--- config.mk ---
export PLATFORM = sky130hd
export DESIGN_NAME = rx_fifo_rd_ctrl
export DESIGN_NICKNAME = d
export VERILOG_FILES = /design/src/rtl/rx_ctrl_pkg.sv /design/src/rtl/rx_fifo_rd_ctrl_if.sv /design/src/rtl/rx_desc_queue.sv /design/src/rtl/rx_fifo_rd_ctrl.sv
export SDC_FILE = /design/constraint.sdc
export NUM_CORES = 1
export LEC_CHECK = 0
export CAP_MARGIN = 20
export CORE_UTILIZATION = 45
export CTS_BUF_LIST = sky130_fd_sc_hd__clkbuf_2
export DETAILED_ROUTE_END_ITERATION = 12
export GPL_TIMING_DRIVEN = 0
export PLACE_DENSITY_LB_ADDON = 0.05
export REMOVE_ABC_BUFFERS = 1
export SLEW_MARGIN = 5
export SYNTH_ARGS = -nofsm -noshare
export SYNTH_HDL_FRONTEND = slang
export SYNTH_HIERARCHICAL = 1
export SYNTH_SLANG_ARGS = --single-unit
--- constraint.sdc ---
create_clock -name rxclk_180 -period 2.7 [get_ports rxclk_180]
set_input_delay 0.54 -clock rxclk_180 [delete_from_list [all_inputs] [get_ports rxclk_180]]
set_output_delay 0.54 -clock rxclk_180 [all_outputs]
set_load 0.05 [all_outputs]
--- src/rtl/rx_ctrl_pkg.sv ---
// Shared definitions for the rx FIFO read controller: read FSM encoding and
// the default frame-length width.
package rx_ctrl_pkg;

  localparam int LEN_W_DEF = 8;

  typedef enum logic [1:0] {
    ST_IDLE     = 2'd0,
    ST_WAIT_CRC = 2'd1,
    ST_READ     = 2'd2,
    ST_DONE     = 2'd3
  } rd_state_e;

endpackage

--- src/rtl/rx_fifo_rd_ctrl_if.sv ---
// Link between the read controller and its frame-descriptor queue.
interface rx_fifo_rd_ctrl_if #(
  parameter int LEN_W = rx_ctrl_pkg::LEN_W_DEF,
  parameter int CNT_W = 3
);
  // push/upd/pop are single-cycle strobes with no ready: the queue silently
  // drops a push when full (unless a pop coincides); full lets the owner flag it.
  logic             push;
  logic [LEN_W-1:0] push_len;
  logic             upd;
  logic             upd_good;
  logic             pop;
  logic [LEN_W-1:0] head_len;
  logic             head_checked;
  logic             head_good;
  logic [CNT_W-1:0] count;
  logic             full;
  logic             empty;

  modport master (
    output push, push_len, upd, upd_good, pop,
    input  head_len, head_checked, head_good, count, full, empty
  );

  modport slave (
    input  push, push_len, upd, upd_good, pop,
    output head_len, head_checked, head_good, count, full, empty
  );
endinterface

--- src/rtl/rx_desc_queue.sv ---
// Circular queue of frame descriptors {len, checked, good}; CRC verdicts are
// applied in arrival order to the oldest descriptor still lacking one.
module rx_desc_queue
  import rx_ctrl_pkg::*;
#(
  parameter int MAX_PEND = 4,
  parameter int LEN_W    = LEN_W_DEF
) (
  input  logic                clk,
  input  logic                rst,
  rx_fifo_rd_ctrl_if.slave    q
);

  localparam int PTR_W = $clog2(MAX_PEND);
  localparam int CNT_W = $clog2(MAX_PEND) + 1;
  localparam logic [CNT_W-1:0] FULL_CNT = CNT_W'(MAX_PEND);

  logic [LEN_W-1:0]    len_mem [MAX_PEND];
  logic [MAX_PEND-1:0] chk_mem;
  logic [MAX_PEND-1:0] good_mem;
  logic [PTR_W-1:0]    wr_ptr;
  logic [PTR_W-1:0]    rd_ptr;
  logic [PTR_W-1:0]    upd_idx;
  logic [CNT_W-1:0]    count;
  logic [CNT_W-1:0]    chk_cnt;
  logic                full;
  logic                empty;
  logic                push_ok;
  logic                pop_ok;
  logic                upd_ok;
  logic                pop_chk;

  assign full    = (count == FULL_CNT);
  assign empty   = (count == '0);
  assign pop_ok  = q.pop & ~empty;
  assign push_ok = q.push & (~full | pop_ok);

  // Verdicts arrive in order, so checked entries form a prefix from rd_ptr;
  // the first unchecked slot (or the slot being pushed now) is rd_ptr+chk_cnt.
  assign upd_ok  = q.upd & ((chk_cnt != count) | push_ok);
  assign upd_idx = rd_ptr + chk_cnt[PTR_W-1:0];
  assign pop_chk = pop_ok & chk_mem[rd_ptr];

  always_ff @(posedge clk or posedge rst) begin
    if (rst) begin
      wr_ptr   <= '0;
      rd_ptr   <= '0;
      count    <= '0;
      chk_cnt  <= '0;
      chk_mem  <= '0;
      good_mem <= '0;
      for (int i = 0; i < MAX_PEND; i++) len_mem[i] <= '0;
    end else begin
      if (push_ok) begin
        len_mem[wr_ptr]  <= q.push_len;
        chk_mem[wr_ptr]  <= 1'b0;
        good_mem[wr_ptr] <= 1'b0;
        wr_ptr           <= wr_ptr + PTR_W'(1);
      end
      if (upd_ok) begin
        chk_mem[upd_idx]  <= 1'b1;
        good_mem[upd_idx] <= q.upd_good;
      end
      if (pop_ok) rd_ptr <= rd_ptr + PTR_W'(1);
      count   <= count + {{(CNT_W-1){1'b0}}, push_ok} - {{(CNT_W-1){1'b0}}, pop_ok};
      chk_cnt <= chk_cnt + {{(CNT_W-1){1'b0}}, upd_ok} - {{(CNT_W-1){1'b0}}, pop_chk};
    end
  end

  assign q.head_len     = len_mem[rd_ptr];
  assign q.head_checked = chk_mem[rd_ptr] & ~empty;
  assign q.head_good    = good_mem[rd_ptr];
  assign q.count        = count;
  assign q.full         = full;
  assign q.empty        = empty;

endmodule

--- src/rtl/rx_fifo_rd_ctrl.sv ---
// Reads each queued frame out of the rx FIFO once its CRC verdict is known,
// gating delivery for good frames and draining bad ones.
module rx_fifo_rd_ctrl
  import rx_ctrl_pkg::*;
#(
  parameter int MAX_PEND = 4,
  parameter int LEN_W    = LEN_W_DEF
) (
  input  logic                      rxclk_180,
  input  logic                      reset,
  input  logic                      rxfifo_empty,
  input  logic                      frame_wr_end,
  input  logic [LEN_W-1:0]          frame_len,
  input  logic                      crc_done,
  input  logic                      crc_good,
  output logic                      fifo_rd_en,
  output logic                      rx_gate,
  output logic                      rx_good_frame,
  output logic                      rx_bad_frame,
  output logic [$clog2(MAX_PEND):0] frames_pending,
  output logic                      desc_overflow,
  output rd_state_e                 dbg_state
);

  rx_fifo_rd_ctrl_if #(.LEN_W(LEN_W), .CNT_W($clog2(MAX_PEND) + 1)) dq ();

  rx_desc_queue #(.MAX_PEND(MAX_PEND), .LEN_W(LEN_W)) u_queue (
    .clk (rxclk_180),
    .rst (reset),
    .q   (dq.slave)
  );

  rd_state_e        state;
  logic [LEN_W-1:0] remaining;
  logic             good_q;
  logic             bad_q;
  logic             ovf_q;
  logic             in_read;
  logic             frame_end;

  assign dq.push     = frame_wr_end;
  assign dq.push_len = frame_len;
  assign dq.upd      = crc_done;
  assign dq.upd_good = crc_good;
  assign dq.pop      = (state == ST_DONE);

  assign in_read    = (state == ST_READ);
  assign fifo_rd_en = in_read & ~rxfifo_empty & (remaining != '0);
  // A zero-length frame finishes on its first READ cycle without a read.
  assign frame_end  = in_read & ((remaining == '0) |
                                 (fifo_rd_en & (remaining == LEN_W'(1))));

  always_ff @(posedge rxclk_180 or posedge reset) begin
    if (reset) begin
      state     <= ST_IDLE;
      remaining <= '0;
      good_q    <= 1'b0;
      bad_q     <= 1'b0;
      ovf_q     <= 1'b0;
    end else begin
      good_q <= frame_end & dq.head_good;
      bad_q  <= frame_end & ~dq.head_good;
      if (dq.push & dq.full & ~dq.pop) ovf_q <= 1'b1;
      case (state)
        ST_IDLE: if (!dq.empty) state <= ST_WAIT_CRC;
        ST_WAIT_CRC: begin
          if (dq.head_checked) begin
            state     <= ST_READ;
            remaining <= dq.head_len;
          end
        end
        ST_READ: begin
          if (fifo_rd_en) remaining <= remaining - LEN_W'(1);
          if (frame_end) state <= ST_DONE;
        end
        ST_DONE: state <= ST_IDLE;
        default: state <= ST_IDLE;
      endcase
    end
  end

  assign rx_gate        = in_read & dq.head_good;
  assign rx_good_frame  = good_q;
  assign rx_bad_frame   = bad_q;
  assign frames_pending = dq.count;
  assign desc_overflow  = ovf_q;
  assign dbg_state      = state;

endmodule

==> results.py <==
metrics = {
    "clocking": {
        "cts_made_buffers": 9,
        "insertion_delay_ns": 0.47,
        "ctsRootBufferMaster": "clkbuf_2",
        "htree_levels": 3,
        "clk_pin_slew_ns": 0.19,
        "clockBufferDepth": 2,
        "cts_tree": "built",
        "clkSinkCount": 63,
        "cts_hold_buffers": 0,
    },
    "routing": {
        "wirelength_mm": 6.489,
        "drc": 0,
        "drtAntennaViolNets": 0,
        "drt_iter0_markers": 104,
        "vias": 2105,
        "wl_per_cell_um": 16.51,
        "drt_pre_antenna_iters": 4,
        "viasPerCell": 5.356,
    },
    "placed_design": {
        "gp_congestion": 0.8062,
        "dp_hpwl_mm": 4.374,
        "io_buffers": 23,
    },
    "setup_path": {
        "path_delay_family": "adder cells",
        "worstSetupEndpointType": "flop",
        "path_cells": "ha_2 > or4b_4 > a2111oi_4 > and2b_1 > inv_1 > ha_1 > inv_1 > ha_2 > fa_2 > xnor2_2 > xnor2_1",
        "crit_slowest_cell": "or4b_4",
        "slowest_delay_ns": 0.51,
        "setup.worst_path.class": "flop to flop",
        "cp_max_fo": 5,
        "cp-start-kind": "flop",
        "crit_buf_inv": 2,
        "cp.required_ns": 3.07,
        "arrival_ns": 3.20,
    },
    "global_routing": {
        "busiest_layer": "met2",
        "first_global_vias": 2134,
        "grtUsageMet1": 0.2759,
        "grt_use_total": 0.1922,
        "antenna_found_initial": 0,
        "use_met3": 0.03412,
        "grt_pass1_wl_mm": 10.78,
        "grt_start_max_net_pins": 40,
        "grt.met2_usage": 0.2912,
        "grt_overflow": 0,
    },
    "synthesis": {
        "synth-main-ff-cell": "dfrtp_1",
        "ys_seq_area_frac": 0.4809,
        "synthArstFlopShare": 1.000,
        "synth_area_leader_cell": "dfrtp_1",
        "synthTopCellsByArea": "dfrtp_1 (48%), mux2_2 (11%), mux4_2 (6.9%)",
        "yosysTopAreaCellShare": 0.4809,
        "syn_area_per_cell_sq_um": 12.81,
        "synth_most_common_cell": "dfrtp_1",
        "yosys_warnings": 6,
        "syn_inst": 256,
        "ys_ff_latch": 63,
        "synth-edff-count": 0,
        "synth_commonest_cells": "dfrtp_1 (63), mux2_2 (33), inv_1 (19)",
        "synth_area_sq_um": 3278,
        "synth_cell_types": 49,
    },
    "finish": {
        "nets": 324,
        "layout-drive-gt1-share": 0.3030,
        "area_delta_synth_final_pct": 17.60,
        "n_antenna_cell": 0,
        "post-route-util": 0.5582,
    },
    "sta": {
        "worst_pin_slew_ns": 0.6566,
        "max_slew_margin": 0.5610,
        "setup_viol": 3,
        "hold_viol_final": 0,
        "max_freq_ghz": 0.3539,
        "slew_viol_final": 0,
        "min_period_ns": 2.825,
        "skew_ns": 0.02666,
        "rsz0062_at_grt": "yes",
        "period_share": 1.046,
        "fin_ws_ns": -0.1253,
        "holdWs_ns": 0.3433,
    },
    "floorplanning": {
        "dieArea_sq_um": 7630,
        "core_sq_um": 6907,
        "rows": 30,
        "initial_core_util": 0.4746,
        "die_w_um": 87.35,
        "die_h_um": 87.35,
        "io_pins": 24,
    },
    "hold_path": {
        "hold_path.class": "input port to asynchronous set/reset pin",
    },
    "power": {
        "peakVddDrop_mv": 0.6124,
        "power_density_nw_per_um2": 1322,
        "p_leak_nw": 1.672,
    },
    "status": {
        "failed_checks": "setup timing",
        "run_status": "complete, but fails checks",
    },
    "flow_run": {
        "max_cap_viol_count": 0,
    },
}
timing repair:
action,4_1_cts,5_1_grt
gates cloned,0,0
setup buffers,5,2
pin swaps,4,4
setup endpoints to repair,5,5
resized for setup,20,6
path summary, 6_finish.rpt:
check / startpoint / endpoint / slack, ns / depth (start not counted)
worst min register to register: u_queue/chk_mem[3] / u_queue/chk_mem[3] / 0.50 / 1
worst max-delay path: dbg_state[0] / u_queue/chk_cnt[2] / -0.13 / 11
max in group asynchronous: reset / u_queue/len_mem[19] / 1.85 / 3
worst min-delay path: reset / u_queue/chk_cnt[2] / 0.34 / 2
min in group rxclk_180: u_queue/chk_mem[3] / u_queue/chk_mem[3] / 0.50 / 1
worst max register to register: dbg_state[0] / u_queue/chk_cnt[2] / -0.13 / 11
where the power goes:
part           leakage, nW  switching, mW  internal, mW
clock               0.0683          0.370         0.215
sequential           0.749          0.390          1.43
combinational        0.854           1.33          1.36
metrics by stage:
step / area, sq um / cells / setup slack, ns / total power [mW] / setup TNS [ns]
6_report: 3855 / 393 / -0.1253 / 5.098 / -0.2348
5_1_grt: 3855 / 393 / -0.2543 / 5.484 / -0.6338
4_1_cts: 3814 / 391 / -0.2110 / 5.075 / -0.5090
3_5_place_dp: 3623 / 370 / -0.4569 / 4.367 / -1.314
3_3_place_gp: 3603 / 369 / -0.4659 / 4.318 / -6.829
2_1_floorplan: 3253 / 250 / -0.5421 / 3.737 / -1.301
flip-flops by register name, summed over array words and instances, names as in the netlist:
register          cells
u_queue/chk_cnt       3
dbg_state             2
u_queue/q.count       3
rx_bad_frame          1
desc_overflow         1
u_queue/rd_ptr        2
u_queue/good_mem      4
rx_good_frame         1
remaining             8
u_queue/wr_ptr        2
u_queue/chk_mem       4
u_queue/len_mem      32
layout by cell type (no fill, tap or decap), drive strengths merged, types with 3 or more instances in the layout:
cell           count
a21o               7
a21oi              3
buf                8
clkbuf            10
clkdlybuf4s50     21
clkinv             4
dfrtp             63
ha                16
inv               20
mux2              34
mux2i              9
mux4              10
nand2             12
nand2b             4
nand3              7
nand4              4
nor2               6
nor2b              4
nor3               9
xnor2              8
xor2               5
per-layer routing:
| metal | share of wire | up-vias | routed length [um] |
|---|---|---|---|
| met2 | 0.46 | 38 | 3015 |
| met5 | 0 | - | 0 |
| li1 | - | 996 | - |
| met1 | 0.50 | 1067 | 3260 |
| met4 | 0.0085 | 0 | 55 |
| met3 | 0.025 | 4 | 159 |
logic make-up (layout without fill, tap and decap cells):
| logic type | after synthesis | after routing | synth area share |
|---|---|---|---|
| multiplexers | 53 | 53 | 0.2130 |
| XOR/XNOR | 13 | 13 | 0.03473 |
| AO/OA/AOI/OAI | 28 | 28 | 0.07481 |
| adder cells (fa/ha/maj) | 18 | 18 | 0.07328 |
| flip-flops | 63 | 63 | 0.4809 |
| buffers and inverters | 26 | 67 | 0.03053 |
| AND/OR/NAND/NOR | 55 | 55 | 0.09274 |
worst register-to-register path: cells and delay by family, from the launching register on:
family	cells	cell delay, ns
AO/OA/AOI/OAI	1	0.38
buffers and inverters	2	0.09
flip-flops	1	0.46
XOR/XNOR	2	0.26
AND/OR/NAND/NOR	2	0.73
adder cells (fa/ha/maj)	4	0.83
area by class of cell:
cell class	instances	area, sq um
inverter	20	75.07
clock buffer	9	45.04
multi-input combinational	167	1657
tap	96	120.1
timing repair buffer	31	301.5
clock inverter	7	72.57
sequential	63	1584
fill	624	3052
No activity file was read; power rests on OpenSTA's default activity.
